<file path="config.mk">
export PLATFORM = sky130hd
export DESIGN_NAME = frog_input_conditioner
export DESIGN_NICKNAME = d
export VERILOG_FILES = /design/src/rtl/frog_pkg.sv /design/src/rtl/button_debounce.sv /design/src/rtl/frog_input_conditioner.sv
export SDC_FILE = /design/constraint.sdc
export NUM_CORES = 1
export LEC_CHECK = 0
export CAP_MARGIN = 20
export CELL_PAD_IN_SITES_DETAIL_PLACEMENT = 1
export CELL_PAD_IN_SITES_GLOBAL_PLACEMENT = 1
export CORE_MARGIN = 2
export CORE_UTILIZATION = 30
export DETAILED_ROUTE_END_ITERATION = 16
export PLACE_DENSITY_LB_ADDON = 0.1
export SYNTH_ARGS = -nofsm -noshare
export SYNTH_HDL_FRONTEND = slang
export SYNTH_SLANG_ARGS = --single-unit
</file>
<file path="constraint.sdc">
create_clock -name clk -period 3.92 [get_ports clk]
set_input_delay 0.392 -clock clk [delete_from_list [all_inputs] [get_ports clk]]
set_output_delay 0.392 -clock clk [all_outputs]
set_load 0.02 [all_outputs]
</file>
<file path="src/rtl/frog_pkg.sv">
// Shared definitions for the frogger button conditioning path: FSM encoding,
// direction indices and default timing constants.
package frog_pkg;

    typedef enum logic [1:0] {
        ST_IDLE   = 2'd0,
        ST_HOLD   = 2'd1,
        ST_REPEAT = 2'd2
    } btn_state_t;

    localparam int UP       = 0;
    localparam int DOWN     = 1;
    localparam int LEFT     = 2;
    localparam int RIGHT    = 3;
    localparam int NUM_DIRS = 4;

    localparam int DEF_DEBOUNCE_CYCLES = 1_000_000;
    localparam int DEF_REPEAT_DELAY    = 50_000_000;
    localparam int DEF_REPEAT_PERIOD   = 25_000_000;

    // One counter width covers every timing value; each counter only ever holds param-1.
    function automatic int cnt_width(input int a, input int b, input int c);
        int m;
        m = a;
        if (b > m) m = b;
        if (c > m) m = c;
        return $clog2(m);
    endfunction

endpackage

</file>
<file path="src/rtl/button_debounce.sv">
// One button: 2-flop synchroniser, debounce filter and hold/auto-repeat FSM
// producing a single-cycle move request (active-high) per accepted move.
module button_debounce
    import frog_pkg::*;
#(
    parameter int DEBOUNCE_CYCLES = DEF_DEBOUNCE_CYCLES,
    parameter int REPEAT_DELAY    = DEF_REPEAT_DELAY,
    parameter int REPEAT_PERIOD   = DEF_REPEAT_PERIOD
) (
    input  logic clk,
    input  logic reset,
    input  logic btn,
    output logic req
);

    localparam int CNT_W = cnt_width(DEBOUNCE_CYCLES, REPEAT_DELAY, REPEAT_PERIOD);
    localparam logic [CNT_W-1:0] DEB_LAST    = CNT_W'(DEBOUNCE_CYCLES - 1);
    localparam logic [CNT_W-1:0] DELAY_LOAD  = CNT_W'(REPEAT_DELAY - 1);
    localparam logic [CNT_W-1:0] PERIOD_LOAD = CNT_W'(REPEAT_PERIOD - 1);

    if (DEBOUNCE_CYCLES < 2) begin : g_bad_debounce
        $error("button_debounce: DEBOUNCE_CYCLES must be at least 2");
    end
    if (REPEAT_DELAY < 2) begin : g_bad_delay
        $error("button_debounce: REPEAT_DELAY must be at least 2");
    end
    if (REPEAT_PERIOD < 2) begin : g_bad_period
        $error("button_debounce: REPEAT_PERIOD must be at least 2");
    end

    logic sync_p0;
    logic sync_p1;

    // Stage p0/p1: metastability guard, released (1) out of reset
    always_ff @(posedge clk or negedge reset) begin
        if (!reset) begin
            sync_p0 <= 1'b1;
            sync_p1 <= 1'b1;
        end else begin
            sync_p0 <= btn;
            sync_p1 <= sync_p0;
        end
    end

    logic [CNT_W-1:0] deb_cnt;
    logic             stable;

    // Stage p2: accept a new level only after it persists for DEBOUNCE_CYCLES samples
    always_ff @(posedge clk or negedge reset) begin
        if (!reset) begin
            deb_cnt <= '0;
            stable  <= 1'b1;
        end else if (sync_p1 == stable) begin
            deb_cnt <= '0;
        end else if (deb_cnt >= DEB_LAST) begin
            stable  <= sync_p1;
            deb_cnt <= '0;
        end else begin
            deb_cnt <= deb_cnt + 1'b1;
        end
    end

    btn_state_t       state;
    btn_state_t       state_nxt;
    logic [CNT_W-1:0] rpt_cnt;
    logic [CNT_W-1:0] rpt_cnt_nxt;

    always_ff @(posedge clk or negedge reset) begin
        if (!reset) begin
            state   <= ST_IDLE;
            rpt_cnt <= '0;
        end else begin
            state   <= state_nxt;
            rpt_cnt <= rpt_cnt_nxt;
        end
    end

    always_comb begin
        state_nxt   = state;
        rpt_cnt_nxt = rpt_cnt;
        req         = 1'b0;
        unique case (state)
            ST_IDLE: begin
                if (!stable) begin
                    req         = 1'b1;
                    state_nxt   = ST_HOLD;
                    rpt_cnt_nxt = DELAY_LOAD;
                end
            end
            ST_HOLD, ST_REPEAT: begin
                // A release wins over a due repeat so no move follows the release.
                if (stable) begin
                    state_nxt   = ST_IDLE;
                    rpt_cnt_nxt = '0;
                end else if (rpt_cnt == '0) begin
                    req         = 1'b1;
                    state_nxt   = ST_REPEAT;
                    rpt_cnt_nxt = PERIOD_LOAD;
                end else begin
                    rpt_cnt_nxt = rpt_cnt - 1'b1;
                end
            end
            default: begin
                state_nxt   = ST_IDLE;
                rpt_cnt_nxt = '0;
            end
        endcase
    end

endmodule

</file>
<file path="src/rtl/frog_input_conditioner.sv">
// Turns the four raw active-low frogger buttons into active-low single-cycle
// move strobes with auto-repeat; at most one direction strobes per cycle.
module frog_input_conditioner
    import frog_pkg::*;
#(
    parameter int DEBOUNCE_CYCLES = DEF_DEBOUNCE_CYCLES,
    parameter int REPEAT_DELAY    = DEF_REPEAT_DELAY,
    parameter int REPEAT_PERIOD   = DEF_REPEAT_PERIOD
) (
    input  logic clk,
    input  logic reset,
    input  logic up,
    input  logic down,
    input  logic left,
    input  logic right,
    output logic up_out,
    output logic down_out,
    output logic left_out,
    output logic right_out
);

    logic [NUM_DIRS-1:0] raw;
    logic [NUM_DIRS-1:0] req;
    logic [NUM_DIRS-1:0] grant;
    logic [NUM_DIRS-1:0] strobe_n_p1;

    assign raw[UP]    = up;
    assign raw[DOWN]  = down;
    assign raw[LEFT]  = left;
    assign raw[RIGHT] = right;

    for (genvar d = 0; d < NUM_DIRS; d++) begin : g_btn
        button_debounce #(
            .DEBOUNCE_CYCLES(DEBOUNCE_CYCLES),
            .REPEAT_DELAY   (REPEAT_DELAY),
            .REPEAT_PERIOD  (REPEAT_PERIOD)
        ) u_btn (
            .clk  (clk),
            .reset(reset),
            .btn  (raw[d]),
            .req  (req[d])
        );
    end

    // Fixed priority; losers are dropped, their FSMs keep counting toward the next repeat.
    always_comb begin
        grant = '0;
        if (req[UP])         grant[UP]    = 1'b1;
        else if (req[DOWN])  grant[DOWN]  = 1'b1;
        else if (req[LEFT])  grant[LEFT]  = 1'b1;
        else if (req[RIGHT]) grant[RIGHT] = 1'b1;
    end

    // Stage p1: registered active-low strobes
    always_ff @(posedge clk or negedge reset) begin
        if (!reset) begin
            strobe_n_p1 <= '1;
        end else begin
            strobe_n_p1 <= ~grant;
        end
    end

    assign up_out    = strobe_n_p1[UP];
    assign down_out  = strobe_n_p1[DOWN];
    assign left_out  = strobe_n_p1[LEFT];
    assign right_out = strobe_n_p1[RIGHT];

endmodule
</file>
==> results.cfg, run 1 <==
[worst_setup_path]
crit_fanout = 8
critPathTopFamily = simple AND/OR/NAND/NOR gates
cp_data_required_time_ps = 4360
crit_buf_inv = 0
critPathSlowestCell = nor3_1
critical_path.cell_chain = or4_1 -> nor3_1 -> nand3_1 -> a21oi_1 -> o221ai_1
setup.worst_path.start_class = flop
endpoint_kind = flop
slowest_delay_ps = 680
worstSetupPathType = flop to flop
arrival_ps = 3290

[global_routing]
grt-busiest-layer = met2
antenna_found_initial = 0
grtUsageMet1 = 0.217
grt_pass1_wl_mm = 53.7
grt_use_met2 = 0.256
grt_overflow = 0
met3_usage = 0.0225
grt_usage = 0.157
grt_pass1_vias = 10300
grt_max_degree = 109

[floorplanning]
std_cell_rows = 72
die_h_um = 203
coreArea_mm2 = 0.0388
initial_core_util = 0.306
die_area_mm2 = 0.0412
ios = 10
die_width_um = 203

[cells_and_area]
layout_commonest_cell = dfrtp_1
final_cell_mix = dfrtp_1 (216), nor2_1 (155), o21ai_0 (100)
nets = 1332
antenna_cells = 0
drive_above_1_share = 0.0827
syn2layout_area_growth_pct = 15.3

[run_status]
outcome = finished, final reports clean

[timing]
maxSlewViolCount = 0
hold-worst-slack_ps = 221
tns_ps = 0
setup_viol_count_final = 0
max_slew_margin = 0.374
finalHoldViolations = 0
rsz0062_at_grt = no
skew_ps = 27.0
setup_ws_ps = 1070
period_share = 0.727
max_freq_ghz = 0.351
worstMarginPinSlew_ps = 936
finalCriticalPeriod_ps = 2850

[synth]
synth_seq_cells = 232
syn_area_mm2 = 0.0119
synthDistinctLibCells = 67
synth_top_area_share = 0.455
ys.flop_type = dfrtp_1
synth.top_cells.by_area = dfrtp_1 (45%), nor2_1 (4.9%), o21ai_0 (4.2%), dfstp_2 (3.5%), xor2_1 (3.1%)
yosysTopAreaCell = dfrtp_1
async_reset_ff_frac = 1.00
ys_seq_area_frac = 0.490
postSynthAreaPerCell_um2 = 9.33
yosys_warnings = 0
synth_edf_count = 0
postSynthCellCount = 1274

[clocking]
root_buffer = clkbuf_16
clk-insertion-delay-late_ps = 570
clkSlewWorstSetupHoldPaths_ps = 70
htree_num_levels = 1
cts.sinks = 232
cts_resized = 0
tritoncts = built
cts_buffer_depth = 3
numCtsBuffers = 29

[detailed_routing]
totalWireLength_mm = 31.4
drc_errors = 0
routed_via_density = 5.21
drtAntennaViolNets = 0
num_vias = 9637
dr.pass1.iters = 4
route.detailed.wl_per_inst_um = 17.0
drt_iter0_drc = 340

[power_and_ir_drop]
power_mw = 8.43
ir_worst_vdd_mv = 0.300
leakage_nw = 5.48
p_per_area_mw_per_mm2 = 616

[placed_design]
place_congestion = 0.761
post-dp-hpwl_mm = 20.7
dp_slack_ps = 1170
portBuffers = 9

[min_path]
worstHoldPathType = input pin to flop

[job]
max_cap_violations = 0
[final timing paths]
kind	cells past startpoint	slack (ps)	start	end
worst max-delay path	5	1070	g_btn[1].u_btn.rpt_cnt[14]	g_btn[1].u_btn.rpt_cnt[23]
worst min register to register	0	360	g_btn[0].u_btn.sync_p0	g_btn[0].u_btn.sync_p1
min in group asynchronous	2	530	reset	g_btn[0].u_btn.rpt_cnt[21]
max in group asynchronous	3	2460	reset	g_btn[3].u_btn.sync_p0
worst max register to register	5	1070	g_btn[1].u_btn.rpt_cnt[14]	g_btn[1].u_btn.rpt_cnt[23]
worst min-delay path	1	220	down	g_btn[1].u_btn.sync_p0
[metrics by stage]
stage,std cells,area [µm²],utilization
floorplan,1297,12000,-
global placement,1792,12700,0.327
detailed placement,1792,12700,0.327
CTS,1847,13700,0.352
global route,1848,13700,0.353
finish,1848,13700,0.353
[sequential cells by signal (all words and copies together), names as in the netlist]
register / cells
g_btn.u_btn.deb_cnt: 104
g_btn.u_btn.sync_p1: 4
g_btn.u_btn.rpt_cnt: 104
strobe_n_p1: 4
g_btn.u_btn.stable: 4
g_btn.u_btn.sync_p0: 4
g_btn.u_btn.state: 8
[Yosys cell counts, drive strengths merged (24+ instances only)]
master and number:
nand4 24, o21ai 103, nor3 48, xor2 42, a21oi 61, nand2 96
xnor2 35, inv 42, nor4 34, dfrtp 216, nor2 156, a31oi 39
clkbuf 45, nand3 51
[repair_timing]
| action | in CTS | in global routing |
|---|---|---|
| hold buffers | 1 | 0 |
| setup buffers | 0 | 0 |
| endpoints found under the hold margin | 99 | 0 |
[cell type report]
type / count / area, µm²
Clock buffer: 31 / 733
Sequential cell: 232 / 5830
Tap cell: 518 / 648
Fill cell: 4431 / 25100
Multi-Input combinational cell: 971 / 5780
Timing Repair Buffer: 31 / 308
Inverter: 42 / 158
Clock inverter: 23 / 239
[kinds of logic (layout without fill, tap and decap cells)]
family,after synthesis,count (layout),synth area share
XOR/XNOR,77,77,0.0568
buffers and inverters,94,127,0.0303
AO/OA/AOI/OAI,310,310,0.167
adder cells (fa/ha/maj),19,19,0.0200
other,1,24,0.000316
flip-flops,232,232,0.490
AND/OR/NAND/NOR,534,534,0.229
multiplexers,7,7,0.00632
[power breakdown]
group	internal, mW	switching (mW)	leakage [nW]
Sequential	2.87	0.537	2.96
Combinational	0.878	1.43	2.05
Clock	1.57	1.14	0.463
[routing by layer]
layer | part of all wire | wire (µm)
met1 | 0.49 | 15500
met2 | 0.46 | 14400
met3 | 0.024 | 763
met4 | 0.024 | 750
met5 | 0 | 0
No activity file was read; power rests on OpenSTA's default activity.
==> run 2: changes to the inputs <==
==> constraint.sdc (replaced) <==
create_clock -name clk -period 2.8 [get_ports clk]
set_input_delay 0.28 -clock clk [delete_from_list [all_inputs] [get_ports clk]]
set_output_delay 0.28 -clock clk [all_outputs]
set_load 0.02 [all_outputs]
==> run 2 against run 1 <==
Net effect:
- first-iteration DRC count up 43%
- maximum frequency up 9.1%
- hold slack worse by 98 ps
- critical path type unchanged
- highest routed layer unchanged
==> results.cfg, run 2 (synthesis gave the netlist of run 1 again) <==
[clocking]
numCtsBuffers = 29
cts_resized = 0
cts.sinks = 232
hold_buffers = 1
postCtsSetupRepairBufs = 0
clkSlewWorstSetupHoldPaths_ps = 60
root_buffer = clkbuf_16
cts_buffer_depth = 3
tritoncts = built
clk-insertion-delay-late_ps = 560
htree_num_levels = 1

[floorplanning]
die_width_um = 203
die_area_mm2 = 0.0412
initial_core_util = 0.306
coreArea_mm2 = 0.0388
die_h_um = 203
ios = 10
std_cell_rows = 72

[cells_and_area]
drive_above_1_share = 0.0987
fill_cells = 4443
largestRegisters = g_btn.u_btn.deb_cnt: 104 flops, g_btn.u_btn.rpt_cnt: 104 flops, g_btn.u_btn.state: 8 flops
nets = 1361
layout_commonest_cell = dfrtp_1
syn2layout_area_growth_pct = 17.5
fin_area_mm2 = 0.0140
antenna_cells = 0
final_cell_mix = dfrtp_1 (216), nor2_1 (155), o21ai_0 (100)

[power_and_ir_drop]
p_per_area_mw_per_mm2 = 866
leakage_nw = 5.66
ir_worst_vdd_mv = 0.470

[worst_setup_path]
reg2reg_to = strobe_n_p1[3]
endpoint_kind = flop
r2r_start = g_btn[3].u_btn.rpt_cnt[21]
setup.worst_path.start_class = flop
slowest_delay_ps = 640
rr_worst_depth = 5
worstSetupPathType = flop to flop
critPathTopFamily = simple AND/OR/NAND/NOR gates
r2r_setup_slack_ps = 190
arrival_ps = 3070
crit_fanout = 7
critPathSlowestCell = o41ai_4
crit_buf_inv = 0
critical_path.cell_chain = or4_4 -> or4b_1 -> o41ai_4 -> nand2_4 -> nand4b_4
path_depth = 5
cp_data_required_time_ps = 3260

[placed_design]
portBuffers = 9
place_congestion = 0.764
post-dp-hpwl_mm = 21.3
placed_area_mm2 = 0.0129

[detailed_routing]
route.detailed.wl_per_inst_um = 17.0
drt_iter0_drc = 486
drc_errors = 0
dr.pass1.iters = 4
totalWireLength_mm = 32.0
routed_via_density = 5.26
num_vias = 9859
drtAntennaViolNets = 0

[global_routing]
grt_max_degree = 69
grt_pass1_vias = 10400
grt_pass1_wl_mm = 55.1
grt_overflow = 0
antenna_found_initial = 0
grt_usage = 0.161

[timing]
worstMarginPinSlew_ps = 888
period_share = 0.932
max_freq_ghz = 0.383
maxSlewViolCount = 0
finalHoldViolations = 0
skew_ps = 21.5
finalCriticalPeriod_ps = 2610
tns_ps = 0
setup_viol_count_final = 0
rsz0062_at_grt = no
max_slew_margin = 0.408

[job]
max_cap_violations = 0

[min_path]
min_to = g_btn[3].u_btn.sync_p0
whs_path_depth = 1
worstHoldPathType = input pin to flop
hold_start = right

[run_status]
outcome = finished, final reports clean
run 2: changes by cell type in the layout (fill, tap and decap cells not counted), sizes merged:
cell      delta
clkinvlp     -5
buf         +29
clkinv       -9
bufinv       +1
inv          -2
clkbuf      +14
run 2: final cells by class:
type | instances | area (µm²) | share of cell area
clock buffers | 45 | 886 | 0.0635
clock inverters | 8 | 143 | 0.0102
inverters | 42 | 158 | 0.0113
multi-input cells | 971 | 5780 | 0.414
flip-flops and latches | 232 | 5830 | 0.417
well taps | 518 | 648 | 0.0464
repair buffers | 60 | 518 | 0.0371
run 2: worst max path at each step:
| stage | start | end |
|---|---|---|
| 2_1_floorplan | g_btn[1].u_btn.rpt_cnt[0] | g_btn[1].u_btn.rpt_cnt[17] |
| 3_3_place_gp | g_btn[3].u_btn.rpt_cnt[21] | strobe_n_p1[3] |
| 3_5_place_dp | g_btn[3].u_btn.rpt_cnt[21] | strobe_n_p1[3] |
| 4_1_cts | g_btn[3].u_btn.rpt_cnt[21] | strobe_n_p1[3] |
| 5_1_grt | g_btn[1].u_btn.rpt_cnt[0] | g_btn[1].u_btn.rpt_cnt[21] |
| 6_report | g_btn[3].u_btn.rpt_cnt[21] | strobe_n_p1[3] |
run 2: per-layer routing:
metal,global-route usage,routed length (µm)
met3,0.0220,755
met2,0.266,14800
met5,0,0
met1,0.222,15700
met4,0.0386,690
run 2: through the flow:
step | setup WS (ps) | utilization | hold WS [ps] | power [mW] | cells
after detailed placement | 187 | 0.333 | 307 | 8.13 | 1822
final | 189 | 0.360 | 124 | 12.1 | 1876
after global placement | 246 | 0.333 | 306 | 8.09 | 1822
after floorplan | 335 | - | -15.6 | 6.90 | 1297
after global routing | 37.9 | 0.360 | 104 | 13.0 | 1876
after CTS | 182 | 0.360 | 89.9 | 12.3 | 1876
run 2: where the power goes:
part	switching, mW	internal, mW
registers	0.734	4.02
logic	2.03	1.28
clock network	1.50	2.52
run 2: worst register-to-register path, stage by stage (launching register included):
cell      delay [ps]
dfrtp_1          440
or4_4            550
or4b_1           550
o41ai_4          640
nand2_4          150
nand4b_4         190
==> run 3: changes to the inputs <==
--- a/config.mk
+++ b/config.mk
@@ -5,7 +5,6 @@
 export SDC_FILE = /design/constraint.sdc
 export NUM_CORES = 1
 export LEC_CHECK = 0
-export CAP_MARGIN = 20
 export CELL_PAD_IN_SITES_DETAIL_PLACEMENT = 1
 export CELL_PAD_IN_SITES_GLOBAL_PLACEMENT = 1
 export CORE_MARGIN = 2
==> results of run 3 <==
Same layout as run 2: the final DEF is identical, and so are final timing and power.
